$ cat src/rtl/ghash_ctrl_seq.sv
// Sequencer that feeds message beats, bubbles and the lengths block into a two-lane GHASH core.
// States: IDLE wait start | ARM core reset | DATA beats | LEN lengths block | DRAIN core latency | DONE capture tag. Optional: GHASH_CTRL_BEAT_COUNT_EN.
module ghash_ctrl_seq #(
    parameter int NB_BLOCK     = 128,
    parameter int N_BLOCKS     = 2,
    parameter int NB_DATA      = N_BLOCKS * NB_BLOCK,
    parameter int CORE_LATENCY = 2
) (
    input  logic                i_clock,
    input  logic                i_reset,
    input  logic                i_start,
    input  logic [NB_DATA-1:0]  i_data,
    input  logic [N_BLOCKS-1:0] i_skip,
    input  logic                i_valid,
    output logic                o_ready,
    input  logic                i_last,
    input  logic [NB_BLOCK-1:0] i_len_block,
    output logic [NB_DATA-1:0]  o_core_data_x,
    output logic [N_BLOCKS-1:0] o_core_skip_bus,
    output logic                o_core_sop,
    output logic                o_core_valid,
    output logic                o_core_reset,
    input  logic [NB_BLOCK-1:0] i_core_y,
    output logic [NB_BLOCK-1:0] o_tag,
    output logic                o_tag_valid,
    output logic                o_busy
`ifdef GHASH_CTRL_BEAT_COUNT_EN
    ,
    output logic [31:0]         o_beat_count
`endif
);

    localparam int NB_CNT = (CORE_LATENCY > 1) ? $clog2(CORE_LATENCY + 1) : 1;
    localparam logic [NB_CNT-1:0] DRAIN_LOAD = NB_CNT'(CORE_LATENCY - 1);

    typedef enum logic [2:0] {
        ST_IDLE,
        ST_ARM,
        ST_DATA,
        ST_LEN,
        ST_DRAIN,
        ST_DONE
    } state_t;

    state_t              state;
    state_t              state_next;
    logic                phase;
    logic                sop_pend;
    logic [NB_BLOCK-1:0] len_q;
    logic [NB_CNT-1:0]   drain_cnt;
    logic [NB_BLOCK-1:0] tag_q;
    logic                tag_valid_q;
    logic                beat_accept;

    assign beat_accept = (state == ST_DATA) && i_valid;

    always_ff @(posedge i_clock) begin
        if (i_reset) begin
            state       <= ST_IDLE;
            phase       <= 1'b0;
            sop_pend    <= 1'b0;
            len_q       <= '0;
            drain_cnt   <= '0;
            tag_q       <= '0;
            tag_valid_q <= 1'b0;
        end else begin
            state       <= state_next;
            phase       <= (state == ST_ARM) ? 1'b1 : ~phase;
            tag_valid_q <= (state == ST_DONE);
            if (state == ST_ARM)
                sop_pend <= 1'b1;
            else if (beat_accept)
                sop_pend <= 1'b0;
            if (beat_accept && i_last)
                len_q <= i_len_block;
            if (state == ST_LEN)
                drain_cnt <= DRAIN_LOAD;
            else if ((state == ST_DRAIN) && (drain_cnt != '0))
                drain_cnt <= drain_cnt - 1'b1;
            if (state == ST_DONE)
                tag_q <= i_core_y;
        end
    end

    always_comb begin
        state_next      = state;
        o_ready         = 1'b0;
        o_core_data_x   = '0;
        o_core_skip_bus = '0;
        o_core_sop      = 1'b0;
        o_core_valid    = 1'b0;
        o_busy          = 1'b0;
        o_core_reset    = i_reset || (state == ST_ARM);
        if (!i_reset) begin
            o_busy = (state != ST_IDLE);
            case (state)
                ST_IDLE: begin
                    if (i_start)
                        state_next = ST_ARM;
                end
                ST_ARM: begin
                    state_next = ST_DATA;
                end
                ST_DATA: begin
                    o_ready      = 1'b1;
                    o_core_valid = 1'b1;
                    if (i_valid) begin
                        o_core_data_x   = i_data;
                        o_core_skip_bus = i_skip;
                        o_core_sop      = sop_pend;
                        if (i_last)
                            state_next = ST_LEN;
                    end else begin
                        // bubble: all lanes skipped so the core keeps its even/odd phase
                        o_core_skip_bus = '1;
                    end
                end
                ST_LEN: begin
                    o_core_valid    = 1'b1;
                    o_core_data_x   = NB_DATA'(len_q) << (NB_DATA - NB_BLOCK);
                    o_core_skip_bus = {N_BLOCKS{1'b1}} >> 1;
                    state_next      = ST_DRAIN;
                end
                ST_DRAIN: begin
                    if ((drain_cnt == '0) && phase)
                        state_next = ST_DONE;
                end
                ST_DONE: begin
                    state_next = ST_IDLE;
                end
                default: begin
                    state_next = ST_IDLE;
                end
            endcase
        end
    end

    assign o_tag       = i_reset ? '0 : tag_q;
    assign o_tag_valid = tag_valid_q && !i_reset;

`ifdef GHASH_CTRL_BEAT_COUNT_EN
    logic [31:0] beat_cnt;

    always_ff @(posedge i_clock) begin
        if (i_reset)
            beat_cnt <= '0;
        else if (state == ST_ARM)
            beat_cnt <= '0;
        else if (beat_accept && (beat_cnt != 32'hFFFF_FFFF))
            beat_cnt <= beat_cnt + 32'd1;
    end

    assign o_beat_count = beat_cnt;
`endif

endmodule
$ cat config.mk
export PLATFORM = sky130hd
export DESIGN_NAME = ghash_ctrl_seq
export DESIGN_NICKNAME = d
export VERILOG_FILES = /design/src/rtl/ghash_ctrl_seq.sv
export SDC_FILE = /design/constraint.sdc
export NUM_CORES = 1
export LEC_CHECK = 0
export ABC_CLOCK_PERIOD_IN_PS = 3440
export CAP_MARGIN = 20
export CORE_AREA = 2 2 354 356
export CTS_CLUSTER_DIAMETER = 150
export DETAILED_ROUTE_END_ITERATION = 8
export DIE_AREA = 0 0 356 358
export PLACE_DENSITY = 0.31
export SYNTH_ARGS = -nofsm -noshare
export SYNTH_HDL_FRONTEND = slang
export SYNTH_SLANG_ARGS = --single-unit
$ cat constraint.sdc
create_clock -name i_clock -period 3.44 [get_ports i_clock]
set_input_delay 0.344 -clock i_clock [delete_from_list [all_inputs] [get_ports i_clock]]
set_output_delay 0.344 -clock i_clock [all_outputs]
set_load 0.005 [all_outputs]
# After elaboration in Yosys (flattened, before gate mapping)
# Index checks and enable logic that the tools add are counted.
# totals
regBits,264
latch_bits,0
mem_bits_rw,0
romBits,0
output_inout_bits,392
elab_cells,60
mem_count,0
# op_classes
n_addsub,1
n_mul,0
div,0
magnitude_cmp,0
n_eq_ne,9
shift,0
n_mux,25
bitwise_logic,1
reduce_logical,16
# ops
operator,n
256-bit two-way mux,2
256-bit one-hot mux with 2 select lines,1
128-bit two-way mux,1
3-bit one-hot mux with 5 select lines,1
1-bit two-way mux,13
3-bit two-way mux,4
3-bit by 2-bit == test with 1-bit output (second input constant),2
3-bit == test (second input constant),2
2-bit inequality test (second input constant),3
2-bit nonzero test,3
1-bit logical AND,5
2-bit two-way mux,2
2-bit one-hot mux with 2 select lines,1
4-bit AND reduction,1
2-bit OR reduction,2
3-bit by 1-bit == test with 1-bit output (second input constant),1
3-bit logical NOT,1
3-bit nonzero test,1
2-bit logical NOT,1
2-bit by 1-bit inequality test with 1-bit output (second input constant),1
2-bit by 1-bit subtractor with 2-bit output (second input constant),1
1-bit logical NOT,1
1-bit logical OR,1
1-bit inverter,1

# Depth between registers and ports, before layout
# depth
ltp_word,4
ltp_mapped,6
ltp_nobuf,5

# Least setup slack after synthesis
# No wires, ideal clock.
# synth_timing
kind,register to output
startpoint,register state[1]
endpoint,output o_core_data_x[118]
arrival_ps,1345
slack_ps,1751
stages_incl_launch_ff,7
path_buffers,3
path_cell_list,dfxtp_1 > nor4bb_1 > buf_2 > and2b_1 > buf_2 > clkbuf_2 > and2_1
# synth_between
elab_chain_len,3
word_cells_on_any_way,4
classes_between,eq/ne: 2; mux: 2
# synth_rtl
element,line,rtl
start: declaration,45,state_t state;
start signal: assignment,67,state <= state_next;
3-bit by 2-bit == test with 1-bit output,96,case (state)
256-bit one-hot mux with 2 select lines (*),96,
256-bit two-way mux (*),94,if (!i_reset) begin
end: declaration,18,"output logic [NB_DATA-1:0] o_core_data_x,"
# Every way passes the cells marked *; elsewhere a longest branch is shown, timed or not.

# Worst setup path in the final report
# layout_timing
startpoint,register state[1]
endpoint,output o_core_data_x[213]
# Same word-level chain as after synthesis.

==> summary.log <==
[cts] number of levels in the clock H-tree 2
[detailed_routing] detailed-router iteration count before antenna repair 5
[synth] warning count from the yosys run 0
[detailed_routing] drt initial violations 769
[cts] clock tree root buffer cell clkbuf_16
[finish] leading cell types in the layout, fill and taps excluded clkdlybuf4s50_1 (897), dfxtp_1 (264), nor2_1 (137)
[finish] most common library cell in the layout ignoring fill and taps clkdlybuf4s50_1
[detailed_routing] remaining number of nets flagged by the antenna check after routing 0
[floorplanning] IO Count 911
[setup_path] Worst EP required 3.10 ns
[setup_path] endpoint type of the worst setup path output pin
[cts] later-pin clock latency in the skew report 0.58 ns
[synth] portion of the post-synthesis area used by sequential elements 40.51%
[cts] hold-fix buffer count after cts 0
[finish] Synth-to-Final Area Change 95.80%
[synth] Syn Std Cell Area 13050 sq um
[power_and_ir_drop] leakage power of the design 0.008288 uW
[setup_path] maximum fanout count along the critical path 43
[synth] Post-Synthesis Cells 1509
[job] max-capacitance violation count 0
[timing] post-route clock period utilization 92.10%
[cts] clock tree from TritonCTS yes
[power_and_ir_drop] power per unit of standard cell area 347.2 nW/um^2
[cts] TritonCTS sink count 264
[timing] measured slew at the worst slew-check pin 0.8067 ns
[global_routing] vias in the first global route 15490
[cts] # Post-CTS Setup Buffers 0
[timing] top achievable clock speed 315.6 MHz
[setup_path] Worst setup SP type flop
[floorplanning] vertical extent of the die 358 um
[global_routing] sum of overflow across all layers after global routing 0
[timing] number of endpoints with negative hold slack in the final report 0
[detailed_routing] vias per cell 3.699
[finish] fraction of layout instances using a drive strength above 1 5.659%
[timing] final critical delay including setup and external delays 3.168 ns
[floorplanning] Initial Utilization 10.58%
[min_path] type of the tightest min-delay check in2reg
[placement] Port Buffers 910
[placement] Placed Area 24120 sq um
[detailed_routing] average detailed-routed wire length per instance 22.67 um
[power_and_ir_drop] worst vdd ir 0.2453 mV
[timing] setup violation total in the final timing report 0
[cts] clock tree buffer depth 3
[timing] max-slew violations 0
[synth] post-synth net total 2029
[cts] post-CTS clock slew at the launch and capture registers of the worst setup and hold paths 0.06 ns
[timing] setup repair after global routing missed its margin false
[global_routing] Global Route Usage Sum 13.53%
[detailed_routing] DRC violations left 0
[placement] detailed placement HPWL 70290 um
[cts] cts bufs inserted 41
[setup_path] worst setup path class reg2out
[timing] Clock Skews 0.02305 ns
[synth] post-synthesis cell type count 29
[global_routing] global-route wire length before repair 122900 um
[floorplanning] core outline area 123300 sq um
[placement] routability congestion estimate 0.8402
[floorplanning] Die X-Extent 356 um
[finish] Total Nets Final 2856
[global_routing] largest net degree at the start of global routing 129
[status] run status completed
[floorplanning] number of cell rows 129
[setup_path] worst path arrival time 2.82 ns
[detailed_routing] Vias 14850
[synth] Mapped Avg Cell Area 8.645 sq um
[detailed_routing] final wirelength 91050 um
[floorplanning] die area 127400 sq um
[finish] Non-Filler Cell Area, Final 25540 sq um
[global_routing] antenna violations before repair 46
[synth] Yosys reg bits 264
[timing] total negative setup slack 0 ns
[timing] Max-Slew Margin vs Limit 46.22%
synthesized netlist by cell type (all sizes together):
cell / instances / area share, %
o22a: 129 / 8.7
xnor2: 1 / 0.067
buf: 72 / 2.7
a22oi: 128 / 7.4
nor3: 5 / 0.19
inv: 3 / 0.086
nor3b: 1 / 0.058
o21ai: 128 / 4.9
nor2: 138 / 4.0
nand4b: 128 / 8.6
nand2: 3 / 0.086
a21oi: 5 / 0.19
nor4b: 1 / 0.067
and2: 130 / 6.2
clkbuf: 103 / 3.2
nor4bb: 1 / 0.077
nand2b: 129 / 6.2
nand3b: 3 / 0.17
a311oi: 1 / 0.067
dfxtp: 264 / 41
and2b: 1 / 0.058
and3b: 1 / 0.067
nor2b: 131 / 6.3
ha: 1 / 0.096
a2111oi: 2 / 0.13
worst max-delay path, stage by stage (launching register included):
cell	delay [ns]
dfxtp_1	0.34
buf_4	0.22
and3b_4	0.27
buf_12	0.23
buf_4	0.27
a22oi_1	0.12
nor2_1	0.12
clkdlybuf4s50_1	0.64
where the power goes:
group	switching (uW)	leakage (uW)	internal, uW
clock network	1730	0.000680	2640
logic	551	0.00548	797
registers	33.7	0.00213	3120
final timing paths:
kind / cells past startpoint / endpoint / startpoint / slack (ns)
worst max register to register: 7 / len_q[106]$_SDFFE_PP0P_ / state[2]$_SDFFE_PP0P_ / 1.06
worst max-delay path: 7 / o_core_data_x[213] / state[1]$_SDFFE_PP0P_ / 0.27
worst min register to register: 1 / phase$_SDFF_PP0_ / phase$_SDFF_PP0_ / 0.44
worst min-delay path: 3 / len_q[126]$_SDFFE_PP0P_ / i_reset / 0.18
what timing repair did:
| action | CTS | global route |
|---|---|---|
| hold endpoints to repair | 0 | 0 |
| endpoints found under the setup margin | 5 | 3 |
| resized for setup | 1 | 1 |
| cloned | 0 | 0 |
stage by stage:
step                utilization (%)  total power, uW  setup slack, ns  cells  hold WS [ns]
floorplan                         -             3601            1.751   1509        0.4082
global placement              19.56             4585           0.3813   3930        0.4201
detailed placement            19.56             4587           0.3893   3930        0.4294
CTS                           20.69             9161          0.03822   4005        0.1242
global route                  20.70             9334          0.04046   4009        0.1701
finish                        20.71             8869           0.2718   4016        0.1802
layout make-up:
class                   count  area, sq um
diodes                     11        27.53
clock buffers              59         1195
clock inverters            16        188.9
fillers                 13600        97770
inverters                   3        11.26
multi-input cells        1067         7023
flip-flops and latches    264         5285
well taps                1637         2048
repair buffers            959         9763
layer usage:
metal	global-route usage [%]	wire [um]	vias up
met2	23.98	45500	614
li1	-	-	7019
met3	6.494	9392	150
met5	0	437	-
met4	3.705	2203	64
met1	14.21	33520	7007
cell families after synthesis:
kind of cell / count (synthesis) / share of synthesized area (%)
flops: 264 / 40.51
xor+xnor: 1 / 0.06715
simple gates: 672 / 32.04
buf+inv: 178 / 5.947
fa+ha+maj: 1 / 0.09590
compound gates: 393 / 21.33
flip-flops by register name, indices dropped and copies added (netlist names):
register and flops:
drain_cnt 2, len_q 128, phase 1, sop_pend 1, state 3, tag_q 128
tag_valid_q 1
Note: power is estimated with default switching activity, not from simulation.
==> RTL change 1, RTL diff (config.mk and constraints unchanged) <==
Change the parameter `CORE_LATENCY` from 2 to 1.
--- a/src/rtl/ghash_ctrl_seq.sv
+++ b/src/rtl/ghash_ctrl_seq.sv
@@ -4,7 +4,7 @@
     parameter int NB_BLOCK     = 128,
     parameter int N_BLOCKS     = 2,
     parameter int NB_DATA      = N_BLOCKS * NB_BLOCK,
-    parameter int CORE_LATENCY = 2
+    parameter int CORE_LATENCY = 1
 ) (
     input  logic                i_clock,
     input  logic                i_reset,
Function: no difference found for any inputs over 4 cycles, from zero or initial values and one cycle with i_reset high; that may be too few to reach the edited logic, so the function may still have changed.
==> RTL change 1 against the unedited design <==
  * Sequential share of layout area rose by 0.10 points
  * Area after synthesis fell by 0.58%
  * Register-to-register slack improved by 0.13 ns
  * Critical path depth grew 1
  * Final area shrank 0.86%
  * Worst setup slack lost 0.068 ns
  * Hold slack gained 0.045 ns
  * Largest power group unchanged
  * Sequential cell count down 1
  * Global-route usage is 1.4 points higher
  * Wire length increased by 11%
  * Cell count shrank 0.67%
  * Total power down 3.2%
==> RTL change 1: results (changes against the unedited design) <==
- Total met3 wirelength after detailed routing: 10.31 mm (+9.8%)
* Number of global-route vias before repair: 15,600 (+0.69%)
- The number of iterations in the first detailed-routing pass is 6 (+1).
* Antenna violations before repair: 33 (-28%)
- WL final: 100.9 mm (+11%)
* Placement Setup Slack: 0.2513 ns (-0.1380 ns)
- Fraction of layout cells with a size suffix above 1: 5.541% (-0.12 points)
- By area the synthesized netlist is led by sky130_fd_sc_hd__dfxtp_1 41%, sky130_fd_sc_hd__nand4b_1 8.6%, sky130_fd_sc_hd__o22a_1 8.6%, sky130_fd_sc_hd__a22oi_1 7.4%, sky130_fd_sc_hd__nor2b_1 6.3%.
- Worst Clk Skew: 0.02805 ns (+0.005003 ns)
- The maximum fanout along the worst path was 38 (-12%).
- The post-layout net count is 2,834 (-0.77%).
- Wire length of the first global-routing pass: 133.4 mm (+8.5%)
* Latest clock arrival within the worst-skew pair: 0.60 ns (+0.02 ns)
- The share of the yosys chip area belonging to registers came to 40.59% (+0.080 points).
- Routed met1 length: 34.14 mm (+1.9%)
- Slowest Stage Delay on Critical Path: 0.53 ns (-0.11 ns)
- Via count of the routed design: 14,880 (+0.19%)
* Total routing usage reported by global routing: 14.97% (+1.4 points)
* Peak VDD IR: 0.2813 mV (+15%)
* Crit path DAT: 2.89 ns (+0.07 ns)
- The post-synthesis net count came to 2,017 (-0.59%).
- The run finished with clean final reports.
- The transition time at the pin with the least slew margin came to 1.080 ns (+0.2737 ns).
* Most numerous cell types in the synthesized netlist: 263 x sky130_fd_sc_hd__dfxtp_1, 138 x sky130_fd_sc_hd__nor2_1, 131 x sky130_fd_sc_hd__nor2b_1, 130 x sky130_fd_sc_hd__and2_1, 129 x sky130_fd_sc_hd__nand2b_1
* Cell area after placement: 0.02402 mm^2 (-0.43%)
- Netlist cell types: 27 (-6.9%)
- Number of DRC markers after the initial detailed-route iteration: 759 (-1.3%)
==> RTL change 1: path summary, 6_finish.rpt <==
path / slack (ns) / to
min reg2reg: 0.44 / phase
min: 0.23 / len_q[127]
max reg2reg: 1.19 / len_q[96]
max: 0.20 / o_core_data_x[183]
==> RTL change 1: layer usage <==
| layer | vias to the layer above | GRT usage (%) |
|---|---|---|
| li1 | 6942 | - |
| met1 | 7149 | 14.43 |
| met2 | 609 | 28.64 |
| met3 | 128 | 6.875 |
| met4 | 54 | 3.536 |
| met5 | - | 0 |
==> RTL change 1: power by group <==
| group | switching, mW | internal (mW) | total [mW] |
|---|---|---|---|
| Sequential | 0.0371 | 3.10 | 3.14 |
| Clock | 1.72 | 2.37 | 4.09 |
| Combinational | 0.582 | 0.779 | 1.36 |
| Total | 2.34 | 6.25 | 8.59 |
==> RTL change 1: cell type report <==
class / count / area, um^2
Multi-Input combinational cell: 1060 / 6970
Timing Repair Buffer: 949 / 9744
Tap cell: 1637 / 2048
Sequential cell: 263 / 5265
Clock buffer: 62 / 1134
Inverter: 1 / 3.754
Clock inverter: 11 / 141.4
Fill cell: 13670 / 97990
Antenna cell: 6 / 15.01
==> RTL change 1: metrics by stage <==
stage	std cells	util (%)	hold slack, ns
floorplan	1498	-	0.4078
global placement	3909	19.48	0.4310
detailed placement	3909	19.48	0.4341
CTS	3982	20.52	0.1597
global route	3983	20.52	0.1949
finish	3989	20.53	0.2256
==> RTL change 1: logic make-up (layout without fill, tap and decap cells) <==
kind of cell	after synthesis	count (layout)	share of synthesized area (%)
other	0	6	0
buffers and inverters	175	1023	5.962
XOR/XNOR	1	1	0.06754
AND/OR/NAND/NOR	670	670	32.13
AO/OA/AOI/OAI	389	389	21.24
flip-flops	263	263	40.59
==> RTL change 2, RTL diff (same flow settings) <==
Without the edit above. Encoding of `state_t`: now one-hot (6 bits for 6 states).
--- a/src/rtl/ghash_ctrl_seq.sv
+++ b/src/rtl/ghash_ctrl_seq.sv
@@ -33,13 +33,13 @@
     localparam int NB_CNT = (CORE_LATENCY > 1) ? $clog2(CORE_LATENCY + 1) : 1;
     localparam logic [NB_CNT-1:0] DRAIN_LOAD = NB_CNT'(CORE_LATENCY - 1);
 
-    typedef enum logic [2:0] {
-        ST_IDLE,
-        ST_ARM,
-        ST_DATA,
-        ST_LEN,
-        ST_DRAIN,
-        ST_DONE
+    typedef enum logic [5:0] {
+        ST_IDLE  = 6'b000001,
+        ST_ARM   = 6'b000010,
+        ST_DATA  = 6'b000100,
+        ST_LEN   = 6'b001000,
+        ST_DRAIN = 6'b010000,
+        ST_DONE  = 6'b100000
     } state_t;
 
     state_t              state;
Formal check against the unedited RTL: same outputs for any inputs over 4 cycles, from zero or initial values and one cycle with i_reset high; so few cycles prove little.
==> RTL change 2 against the unedited design <==
  * Total power shrank 4.8%
  * Non-clock buffer count grew 14
  * Die area is the same
  * Wire length grew 22%
  * Utilization grew 2.0 points
  * Area after synthesis grew 19%
  * Via count grew 21%
  * Sequential cell count grew 3
  * Worst setup slack lost 0.20 ns
  * Register-to-register slack lost 0.22 ns
  * Final area grew 9.5%
  * Sequential power shrank 1%
  * First-iteration DRC count grew 16%
==> RTL change 2: results (changes against the unedited design) <==
* Slew headroom: 35.06% (-11 points)
* Post-detail-place hpwl: 85.90 mm (+22%)
- The number of antenna violations at the first check in global routing was 54 (+17%).
- The critical path ends at o_core_data_x[217].
- The depth of the worst register-to-register path was 5 (-2).
- Filler cell count: 13,640 (+0.27%)
- Clock buffers created by TritonCTS: 40 (-2.4%)
- Highest fanout seen on the critical path: 37 (-14%)
- The arrival time of the worst setup path came to 3.03 ns (+0.21 ns).
- Pin count of the biggest net entering global routing: 150 (+16%)
- Complex-gate fraction of the synthesized area: 15.20% (-6.1 points)
* Syn Area/Cell: 7.869 um^2 (-9.0%)
- Setup slack of the most critical reg-to-reg path: 0.84 ns (-0.22 ns)
- Result of the run: completed
* Largest cells by area after synthesis: sky130_fd_sc_hd__dfxtp_1 34%, sky130_fd_sc_hd__nand3_1 13%, sky130_fd_sc_hd__nand2b_1 10%, sky130_fd_sc_hd__mux2i_1 8.3%, sky130_fd_sc_hd__a211oi_1 6.3%
* Fraction of layout cells with a size suffix above 1: 6.290% (+0.63 points)
- The number of cells after detailed placement came to 4,341 (+10%).
- Number of DRC markers after the initial detailed-route iteration: 889 (+16%)
* Total overflow reported by the global router: 0 (unchanged)
- The xor and xnor fraction of the mapped netlist area was 0% (-0.067 points).
* Launch point of the worst path: state[5]
- Deepest level of the CTS H-tree: 2 (unchanged)
- Internal power: 6.261 mW (-4.5%)
- Fraction of synthesized area in multiplexers: 8.269% (+8.3 points)
- Counting instances in the post-synthesis netlist gives the leading cell types as 388 x sky130_fd_sc_hd__nand3_1, 267 x sky130_fd_sc_hd__dfxtp_1, 259 x sky130_fd_sc_hd__nand2b_1, 148 x sky130_fd_sc_hd__clkbuf_1.
* Peak VDD IR: 0.2847 mV (+16%)
* Worst Clk Skew: 0.01761 ns (-0.005440 ns)
- Wire length of the first global-routing pass: 150.4 mm (+22%)
- The average wire length per cell after detail routing was 25.03 um (+10%).
- The global placement routability congestion is 0.8703 (+3.6%).
- Netlist cell types: 40 (+38%)
- The number of global-route vias before repair came to 18,570 (+20%).
- The synthesized-area fraction occupied by adder cells was 0.08075% (-0.015 points).
- The total of warnings raised by yosys is 0 (unchanged).
* Master cell of the clock root buffer: sky130_fd_sc_hd__clkbuf_16
* Registers with the highest flip-flop counts: len_q: 128 flops, tag_q: 128 flops, state: 6 flops
- Sequential fraction of the synthesis area: 34.50% (-6.0 points)
* R2r startpoint: state[4]
* Synthesized Nets: 2,489 (+23%)
- The post-layout net count was 3,273 (+15%).
- Via count of the routed design: 17,970 (+21%)
- Total routing usage reported by global routing: 16.57% (+3.0 points)
* WL final: 111.0 mm (+22%)
- Destination of the worst register-to-register timing path: len_q[29]
-- RTL change 2: cell count changes in the layout (fill, tap and decap cells not counted), moves of 129 or more --
cell	delta
sky130_fd_sc_hd__nand3_1	+388
sky130_fd_sc_hd__nor2_1	-133
sky130_fd_sc_hd__nand2b_1	+129
sky130_fd_sc_hd__o22a_1	-129
-- RTL change 2: worst min path at each step --
stage / start / to / slack [ns] / cells past startpoint
after floorplan: phase / phase / 0.41 / 1
after global placement: phase / phase / 0.45 / 1
after detailed placement: phase / phase / 0.45 / 1
after CTS: i_reset / state[4] / 0.16 / 2
after global routing: i_reset / state[2] / 0.21 / 2
final: i_reset / state[2] / 0.21 / 2
-- RTL change 2: per-layer routing --
| metal | track usage (%) | routed length (um) | up-vias |
|---|---|---|---|
| met5 | 0 | 407 | - |
| met4 | 4.439 | 2710 | 62 |
| met3 | 7.308 | 11120 | 157 |
| met2 | 28.46 | 53390 | 672 |
| met1 | 18.56 | 43360 | 8649 |
| li1 | - | - | 8431 |
-- RTL change 2: repair_timing --
item	CTS	global route
setup buffers	5	1
gates cloned	1	0
gates resized for setup	4	13
pin swaps	2	0
endpoints found under the setup margin	147	40
-- RTL change 2: worst max-delay path, cell delays in order (launching register included) --
cell,delay [ns]
sky130_fd_sc_hd__dfxtp_2,0.39
sky130_fd_sc_hd__nor4_4,0.28
sky130_fd_sc_hd__buf_4,0.17
sky130_fd_sc_hd__buf_12,0.14
sky130_fd_sc_hd__buf_12,0.21
sky130_fd_sc_hd__nand3_1,0.29
sky130_fd_sc_hd__a211oi_1,0.36
sky130_fd_sc_hd__clkdlybuf4s50_1,0.55
-- RTL change 2: cell type report --
cell class	instances	area, um^2	area share (%)
Clock inverter	16	166.4	0.5948
Inverter	5	18.77	0.06709
Multi-Input combinational cell	1466	9135	32.65
Tap cell	1637	2048	7.321
Clock buffer	55	1119	3.998
Antenna cell	15	37.54	0.1342
Sequential cell	267	5351	19.13
Timing Repair Buffer	973	10100	36.10
-- RTL change 2: power by group through the flow --
stage,Sequential [mW],Clock [mW],Combinational [mW]
5_1_grt,3.11,4.46,1.27
3_3_place_gp,3.18,0,1.20
3_5_place_dp,3.18,0,1.19
6_report,3.11,4.15,1.19
4_1_cts,3.11,4.35,1.21
2_1_floorplan,3.17,0,0.375
-- RTL change 2: through the flow --
step                      total power [mW]  worst slack (ns)  cell area [um^2]  util, %
after detailed placement             4.373            0.1487             26530    21.52
after floorplan                      3.545             1.542             15490        -
after global placement               4.373            0.1758             26530    21.52
after CTS                            8.671           0.01598             27880    22.61
final                                8.447           0.06855             27980    22.69
after global routing                 8.838          -0.04275             27950    22.67
